[src/rtl/cla_serial_add_ctrl.sv]
// cla_serial_add_ctrl
//   Multi-cycle adder sequencer. Evaluates one 4-bit carry-lookahead group
//   per clock, least-significant nibble first, and registers the group carry
//   between cycles. The operand side and the result side both use a
//   valid/ready handshake.
//
//   Optional feature macro: CLA_SUB_EN
//     defined   : sub=1 at accept computes ain - bin (B inverted, carry-in 1)
//     undefined : sub is ignored; always ain + bin + cin0
//
//   Ports
//     clk        clock, rising edge
//     rst        synchronous active-high reset
//     in_valid   operands valid            in_ready   block can accept operands
//     ain, bin   WIDTH-bit operands        cin0       carry into bit 0
//     sub        subtract request
//     out_valid  result valid              out_ready  sink accepts the result
//     sum        WIDTH-bit result          cout       carry out of bit WIDTH-1
//     ovf        signed overflow (carry into MSB xor cout)
//
//   state | meaning
//   ------+------------------------------------------------------------
//   IDLE  | waiting for operands, in_ready=1
//   RUN   | one lookahead group per cycle, nibble k = 0 .. N-1
//   DONE  | result held with out_valid=1 until out_ready
module cla_serial_add_ctrl #(
  parameter int WIDTH = 16
) (
  input  logic             clk,
  input  logic             rst,
  input  logic             in_valid,
  output logic             in_ready,
  input  logic [WIDTH-1:0] ain,
  input  logic [WIDTH-1:0] bin,
  input  logic             cin0,
  input  logic             sub,
  output logic             out_valid,
  input  logic             out_ready,
  output logic [WIDTH-1:0] sum,
  output logic             cout,
  output logic             ovf
);

  localparam int N  = WIDTH / 4;
  // keep the counter at least one bit wide so WIDTH=4 still elaborates
  localparam int KW = (N > 1) ? $clog2(N) : 1;
  localparam logic [KW-1:0] K_LAST = KW'(N - 1);

  typedef enum logic [1:0] {
    IDLE = 2'd0,
    RUN  = 2'd1,
    DONE = 2'd2
  } state_t;

  state_t           state_q, state_d;
  logic [WIDTH-1:0] a_q, b_q;
  logic [KW-1:0]    k_q;
  logic             carry_q;
  logic [WIDTH-1:0] sum_q;
  logic             cout_q;
  logic             ovf_q;

  // effective B operand and carry-in, decided at accept time
  logic [WIDTH-1:0] b_eff;
  logic             c_eff;

`ifdef CLA_SUB_EN
  always_comb begin
    b_eff = sub ? ~bin : bin;
    c_eff = sub ? 1'b1 : cin0;
  end
`else
  logic unused_sub;
  assign unused_sub = sub;
  always_comb begin
    b_eff = bin;
    c_eff = cin0;
  end
`endif

  // one 4-bit lookahead group on nibble k
  logic [3:0] a_n, b_n, g, p, c, s_n;
  logic       g_grp, p_grp, c_out;

  always_comb begin
    a_n = a_q[{k_q, 2'b00} +: 4];
    b_n = b_q[{k_q, 2'b00} +: 4];
    g   = a_n & b_n;
    p   = a_n | b_n;
    c[0] = carry_q;
    c[1] = g[0] | (p[0] & c[0]);
    c[2] = g[1] | (p[1] & g[0]) | (p[1] & p[0] & c[0]);
    c[3] = g[2] | (p[2] & g[1]) | (p[2] & p[1] & g[0])
         | (p[2] & p[1] & p[0] & c[0]);
    g_grp = g[3] | (p[3] & g[2]) | (p[3] & p[2] & g[1])
          | (p[3] & p[2] & p[1] & g[0]);
    p_grp = &p;
    c_out = g_grp | (p_grp & c[0]);
    s_n   = a_n ^ b_n ^ c;
  end

  always_comb begin
    state_d   = state_q;
    in_ready  = 1'b0;
    out_valid = 1'b0;
    case (state_q)
      IDLE: begin
        in_ready = 1'b1;
        if (in_valid) state_d = RUN;
      end
      RUN: begin
        if (k_q == K_LAST) state_d = DONE;
      end
      DONE: begin
        out_valid = 1'b1;
        if (out_ready) state_d = IDLE;
      end
      default: state_d = IDLE;
    endcase
  end

  always_ff @(posedge clk) begin
    if (rst) begin
      state_q <= IDLE;
      a_q     <= '0;
      b_q     <= '0;
      k_q     <= '0;
      carry_q <= 1'b0;
      sum_q   <= '0;
      cout_q  <= 1'b0;
      ovf_q   <= 1'b0;
    end else begin
      state_q <= state_d;
      case (state_q)
        IDLE: begin
          if (in_valid) begin
            a_q     <= ain;
            b_q     <= b_eff;
            carry_q <= c_eff;
            k_q     <= '0;
          end
        end
        RUN: begin
          sum_q[{k_q, 2'b00} +: 4] <= s_n;
          carry_q <= c_out;
          if (k_q == K_LAST) begin
            cout_q <= c_out;
            // c[3] of the top group is the carry into the MSB
            ovf_q  <= c[3] ^ c_out;
          end else begin
            k_q <= k_q + 1'b1;
          end
        end
        default: ;
      endcase
    end
  end

  assign sum  = sum_q;
  assign cout = cout_q;
  assign ovf  = ovf_q;

endmodule
[config.mk]
export PLATFORM = sky130hd
export DESIGN_NAME = cla_serial_add_ctrl
export DESIGN_NICKNAME = d
export VERILOG_FILES = /design/src/rtl/cla_serial_add_ctrl.sv
export SDC_FILE = /design/constraint.sdc
export NUM_CORES = 1
export LEC_CHECK = 0
export ABC_AREA = 1
export CORE_MARGIN = 2
export CORE_UTILIZATION = 50
export CTS_CLUSTER_DIAMETER = 60
export DETAILED_ROUTE_END_ITERATION = 10
export PLACE_DENSITY = 0.78
export SLEW_MARGIN = 20
export SYNTH_ARGS = -nofsm -noshare
export SYNTH_HDL_FRONTEND = slang
export SYNTH_SLANG_ARGS = --single-unit
[constraint.sdc]
create_clock -name clk -period 2.71 [get_ports clk]
set_input_delay 0.4065 -clock clk [delete_from_list [all_inputs] [get_ports clk]]
set_output_delay 0.4065 -clock clk [all_outputs]
set_load 0.005 [all_outputs]
==> results.sh, run 1 <==
export IMPL_yosys_top_cells_count="76 x nor2_1, 61 x nand2_1, 55 x dfxtp_1, 36 x o21ai_0, 26 x a21oi_1"
export IMPL_fin_worst_skew_ps=7.83
export IMPL_synthMuxAreaShare_pct=0
export IMPL_route_detailed_drc=0
export IMPL_path_class="reg -> reg"
export IMPL_hold_violations=0
export IMPL_drt_iter0_drc=131
export IMPL_synth_top_area_share_pct=42.1
export IMPL_rows=26
export IMPL_start_util_pct=51.6
export IMPL_grt_busiest_layer="met2"
export IMPL_clock_sinks=55
export IMPL_synth_async_reset_ratio_pct=0
export IMPL_r2r_setup_slack_ps=320
export IMPL_grt_max_degree=35
export IMPL_synth_simple_gate_area_share_pct=26.2
export IMPL_cp_end_kind="flop"
export IMPL_tns_ps=0
export IMPL_synth_top_flop_cell="dfxtp_1"
export IMPL_final_nets=458
export IMPL_worstPathMaxFanout=13
export IMPL_synth_area_top_cells="dfxtp_1 42%, nor2_1 11%, nand2_1 8.7%"
export IMPL_cp_num_buf_inv=2
export IMPL_tightest_slew_ps=722
export IMPL_grtUsageMet2_pct=36.2
export IMPL_grtUsageMet3_pct=4.50
export IMPL_critical_path_top_delay_family="simple AND/OR/NAND/NOR gates"
export IMPL_die_area_um2=5830
export IMPL_netlist_area_um2=2620
export IMPL_cts_buffers=5
export IMPL_grt_usage_pct=20.7
export IMPL_synth_fp_nets=406
export IMPL_antenna_found_initial=0
export IMPL_synth_xor_area_share_pct=0.956
export IMPL_slowest_delay_ps=410
export IMPL_area_delta_synth_final_pct=27.4
export IMPL_ant_nets=0
export IMPL_finalCriticalPeriod_ps=2390
export IMPL_die_y_um=76.4
export IMPL_fin_crit_sh_pct=88.0
export IMPL_crit_start="k_q[1]$_SDFFE_PP0P_"
export IMPL_synth_cell_types=29
export IMPL_synth_top_family_by_area="simple AND/OR/NAND/NOR gates"
export IMPL_drive_gt1_share_pct=6.65
export IMPL_clock_latency_ps=310
export IMPL_die_w_um=76.4
export IMPL_synth_top_area_cell="dfxtp_1"
export IMPL_clock_path_buffers=2
export IMPL_finalMaxSlewViolations=0
export IMPL_fill_cells=488
export IMPL_hold_class="reg -> reg"
export IMPL_cp_slowest_cell="dfxtp_1"
export IMPL_grt_pass1_wl_um=9820
export IMPL_grt_pass1_vias=2247
export IMPL_ys_ff_latch=55
export IMPL_htree_levels=2
export IMPL_portBuffers=56
export IMPL_peakVddDrop_v=0.000358
export IMPL_status="finished, final reports clean"
export IMPL_synth_edff_count=0
export IMPL_synth_compound_area_share_pct=16.0
export IMPL_overflow=0
export IMPL_worstPathArrival_ps=2640
export IMPL_finalSetupViolCount=0
export IMPL_gp_congestion=0.867
export IMPL_coreArea_um2=5070
export IMPL_ys_seq_area_share_pct=42.1
export IMPL_use_met1_pct=25.2
export IMPL_reg2reg_to="sum[7]$_SDFFE_PP0P_"
export IMPL_routed_via_density=5.00
export IMPL_firstDrtPassIters=4
export IMPL_rsz0062_at_grt="false"
export IMPL_hpwlAfterDp_um=4040
export IMPL_leakagePower_nw=1.37
export IMPL_powerDensity_nw_per_um2=556
export IMPL_vias=2378
export IMPL_post_route_util_pct=65.7
export IMPL_yosysMostFrequentCell="nor2_1"
export IMPL_cts_tree="done"
export IMPL_worstSetupPathDepth=11
export IMPL_n_antenna_cell=0
export IMPL_crit_required_ps=2960
export IMPL_synth_avg_cell_area_um2=7.42
export IMPL_slew_headroom_pct=51.8
export IMPL_synth_cells=353
export IMPL_path_cells="clkinv_1, a32oi_1, inv_1, ha_1, nor2_1, nand3_1, nand3_1, nand2_1, nand2_1, nand4_1, a21oi_1"
export IMPL_ff2ff_path_depth=11
export IMPL_clk_pin_slew_ps=100
export IMPL_ys_warn_count=0
export IMPL_max_freq_mhz=419
export IMPL_io_pins=58
export IMPL_yosys_area_share_adder_pct=7.46
export IMPL_wl_um=5520
export IMPL_avgRoutedWirePerCell_um=11.6
export IMPL_drv_cap=0
export IMPL_r2r_start="k_q[1]$_SDFFE_PP0P_"
export IMPL_critPathCapture="sum[7]$_SDFFE_PP0P_"
export IMPL_startpoint_type="flop"
export IMPL_root_buffer="clkbuf_8"
-- stage by stage --
step	hold WS, ps	instances	worst slack [ps]	power, mW	area, µm²
2_1_floorplan	454	353	691	1.23	2620
3_3_place_gp	452	468	359	1.36	3230
3_5_place_dp	456	468	267	1.38	3230
4_1_cts	471	476	231	1.86	3330
5_1_grt	491	476	9.06	1.96	3330
6_report	469	476	324	1.86	3330
-- worst register-to-register path, delay by kind of cell, from the launching register on --
family                     cells  cell delay, ps
and+or+nand+nor                6             740
AOI/OAI and AO/OA              2             540
buffers and inverters          2             420
DFF                            1             410
adders and majority gates      1             220
-- final cells by class --
class	instances	area [µm²]	area share, %
Sequential cell	55	1100	33.0
Timing Repair Buffer	62	606	18.2
Clock buffer	8	100	3.00
Multi-Input combinational cell	254	1330	39.9
Inverter	27	109	3.26
Tap cell	70	87.6	2.63
-- placed cells by master, fill, tap and decap left out, types with 4 or more instances in the layout --
cell type	n
nand4_1	4
ha_1	14
nor2_1	76
clkdlybuf4s50_1	56
nand3_1	11
buf_4	6
nand2_1	61
clkbuf_8	7
inv_1	23
a21oi_1	26
o21ai_0	36
a32oi_1	7
dfxtp_1	55
-- report_power, final --
part           leakage (nW)  switching [mW]  total [mW]  internal [mW]
logic                 0.864           0.278       0.473          0.194
clock network        0.0515           0.259       0.493          0.234
registers             0.452          0.0291       0.889          0.860
total                  1.37           0.567        1.86           1.29
-- sequential cells by signal, summed over array words and instances (netlist names) --
register / cells
ovf: 1
b_q: 16
a_q: 16
k_q: 2
state_q: 2
sum: 16
carry_q: 1
cout: 1
-- per-layer routing --
metal  routed length, µm  share of wire, %
met1                2550                46
met2                2680                49
met3                 205               3.7
met4                  81               1.5
met5                   0                 0
-- logic make-up after synthesis --
logic type | after synthesis
xor+xnor | 2
compound gates | 75
simple gates | 162
flops | 55
buf+inv | 44
fa+ha+maj | 15
-- how the worst min path moves through the flow --
stage	depth (start not counted)	endpoint	slack (ps)	startpoint
after detailed placement	2	sum[7]$_SDFFE_PP0P_	460	sum[7]$_SDFFE_PP0P_
after global routing	2	sum[2]$_SDFFE_PP0P_	490	sum[2]$_SDFFE_PP0P_
after CTS	2	sum[7]$_SDFFE_PP0P_	470	sum[7]$_SDFFE_PP0P_
final	2	sum[12]$_SDFFE_PP0P_	470	sum[12]$_SDFFE_PP0P_
after floorplan	2	b_q[6]$_SDFFE_PP0P_	450	b_q[6]$_SDFFE_PP0P_
after global placement	2	sum[3]$_SDFFE_PP0P_	450	sum[3]$_SDFFE_PP0P_
-- repair_timing --
item / 4_1_cts / 5_1_grt
hold buffers: 0 / 0
gates resized for setup: 0 / 1
setup buffers: 0 / 0
endpoints found under the setup margin: 0 / 4
(Power assumes the default switching activity.)
==> run 2: changes to the inputs <==
Settings changed: CORE_UTILIZATION 50 to 59, DONT_BUFFER_PORTS set to 1, PLACE_DENSITY 0.78 to 0.74.
==> run 2 against run 1 <==
Against the previous run: critical path depth is the same; worst hold slack lost 310 ps; final cell count shrank 16%; sequential share of layout area grew 7.6 points; worst setup slack lost 29 ps; die area shrank 14%; non-clock buffer count shrank 58; combinational power shrank 16%; count of clock-buffer cells in the layout shrank 2; wire length shrank 8.8%; critical path type unchanged; critical endpoint is now sum[15]$_SDFFE_PP0P_; largest cell class unchanged.
==> results.sh, run 2 (synthesis results as in run 1) <==
export IMPL_status="finished, final reports clean"
export IMPL_antenna_found_initial=0
export IMPL_rsz0062_at_grt="false"
export IMPL_portBuffers=0
export IMPL_clock_path_buffers=2
export IMPL_finalSetupViolCount=0
export IMPL_r2r_setup_slack_ps=300
export IMPL_root_buffer="clkbuf_8"
export IMPL_n_antenna_cell=0
export IMPL_tns_ps=0
export IMPL_tightest_slew_ps=742
export IMPL_firstDrtPassIters=4
export IMPL_postCtsSetupRepairBufs=0
export IMPL_die_w_um=70.6
export IMPL_r2r_start="k_q[1]$_SDFFE_PP0P_"
export IMPL_cp_end_kind="flop"
export IMPL_slew_headroom_pct=50.5
export IMPL_max_freq_mhz=414
export IMPL_cts_tree="done"
export IMPL_cts_buffers=5
export IMPL_place_area_um2=2630
export IMPL_ant_nets=0
export IMPL_finalMaxSlewViolations=0
export IMPL_clock_latency_ps=300
export IMPL_die_y_um=70.6
export IMPL_hold_class="in -> reg"
export IMPL_path_class="reg -> reg"
export IMPL_critPathCapture="sum[15]$_SDFFE_PP0P_"
export IMPL_multiInputGateArea_um2=1330
export IMPL_crit_start="k_q[1]$_SDFFE_PP0P_"
export IMPL_fill_cells=424
export IMPL_startpoint_type="flop"
export IMPL_layout_common_cells="76 x nor2_1, 61 x nand2_1, 55 x dfxtp_1, 36 x o21ai_0, 26 x a21oi_1"
export IMPL_grt_pass1_wl_um=8510
export IMPL_worstPathArrival_ps=2660
export IMPL_clk_pin_slew_ps=90
export IMPL_peakVddDrop_v=0.000350
export IMPL_route_detailed_drc=0
export IMPL_worstPathMaxFanout=15
export IMPL_hpwlAfterDp_um=3770
export IMPL_finalCriticalPeriod_ps=2410
export IMPL_ff2ff_path_depth=11
export IMPL_routed_via_density=5.33
export IMPL_grt_pass1_vias=1954
export IMPL_fin_crit_sh_pct=89.1
export IMPL_io_pins=58
export IMPL_fin_worst_skew_ps=5.56
export IMPL_clock_sinks=55
export IMPL_grt_max_degree=37
export IMPL_leakagePower_nw=1.13
export IMPL_crit_required_ps=2950
export IMPL_powerDensity_nw_per_um2=628
export IMPL_final_nets=400
export IMPL_wl_um=5030
export IMPL_start_util_pct=60.5
export IMPL_htree_levels=2
export IMPL_gp_congestion=0.801
export IMPL_vias=2123
export IMPL_drt_iter0_drc=69
export IMPL_grt_usage_pct=21.4
export IMPL_area_delta_synth_final_pct=3.49
export IMPL_avgRoutedWirePerCell_um=12.6
export IMPL_final_common_cell="nor2_1"
export IMPL_design_area_um2=2710
export IMPL_rows=24
export IMPL_coreArea_um2=4320
export IMPL_hold_violations=0
export IMPL_reg2reg_to="sum[15]$_SDFFE_PP0P_"
export IMPL_cts_resized_gates=0
export IMPL_overflow=0
export IMPL_ctsHoldBuffers=0
export IMPL_die_area_um2=4990
export IMPL_drive_gt1_share_pct=6.65
export IMPL_drv_cap=0
export IMPL_regArea_um2=1100
[run 2: cell count changes in the layout (fill, tap and decap cells not counted), sizes merged]
cell,change
buf,-2
clkbuf,-2
clkdlybuf4s50,-56
[run 2: where the power goes]
group | switching (mW) | internal, mW
clock | 0.240 | 0.173
sequential | 0.0324 | 0.860
combinational | 0.259 | 0.138
total | 0.531 | 1.17
[run 2: worst max-delay path, cell delays in order, from the launching register on]
cell	delay, ps
dfxtp_1	410
clkinv_1	390
a32oi_1	430
inv_1	80
ha_1	210
nor2_1	150
nand3_1	90
nand3_1	120
nand2_1	60
nand2_1	150
nand4_1	110
a21oi_1	130
[run 2: worst min path at each step]
stage	endpoint	from	cells past startpoint	slack, ps
6_report	state_q[1]$_SDFFE_PP0P_	rst	1	150
5_1_grt	state_q[1]$_SDFFE_PP0P_	rst	1	140
4_1_cts	state_q[1]$_SDFFE_PP0P_	rst	1	150
3_5_place_dp	sum[10]$_SDFFE_PP0P_	sum[10]$_SDFFE_PP0P_	2	470
3_3_place_gp	b_q[6]$_SDFFE_PP0P_	b_q[6]$_SDFFE_PP0P_	2	460
2_1_floorplan	b_q[6]$_SDFFE_PP0P_	b_q[6]$_SDFFE_PP0P_	2	450
[run 2: final cells by class]
| class | count | area share (%) |
|---|---|---|
| Multi-Input combinational cell | 254 | 49.1 |
| Tap cell | 52 | 2.40 |
| Clock buffer | 6 | 2.68 |
| Sequential cell | 55 | 40.6 |
| Inverter | 27 | 4.02 |
| Timing Repair Buffer | 4 | 1.11 |
[run 2: through the flow]
step,instances,worst slack [ps],utilization (%),hold slack [ps],power [mW]
floorplan,353,691,-,454,1.23
global placement,392,363,60.8,461,1.29
detailed placement,392,264,60.8,469,1.31
CTS,398,213,62.5,146,1.72
global route,398,24.2,62.6,137,1.81
finish,398,295,62.6,154,1.70
[run 2: layer usage]
layer	wire length, µm	GRT usage (%)	vias to the layer above
met3	209	4.84	12
met1	2200	24.4	942
met4	119	9.22	0
li1	-	-	1125
met5	0	0	-
met2	2510	38.5	44
==> run 3: changes to the inputs <==
Settings changed: CAP_MARGIN set to 5.
==> results of run 3 <==
The final DEF is identical to that of run 2; final timing and power are the same.
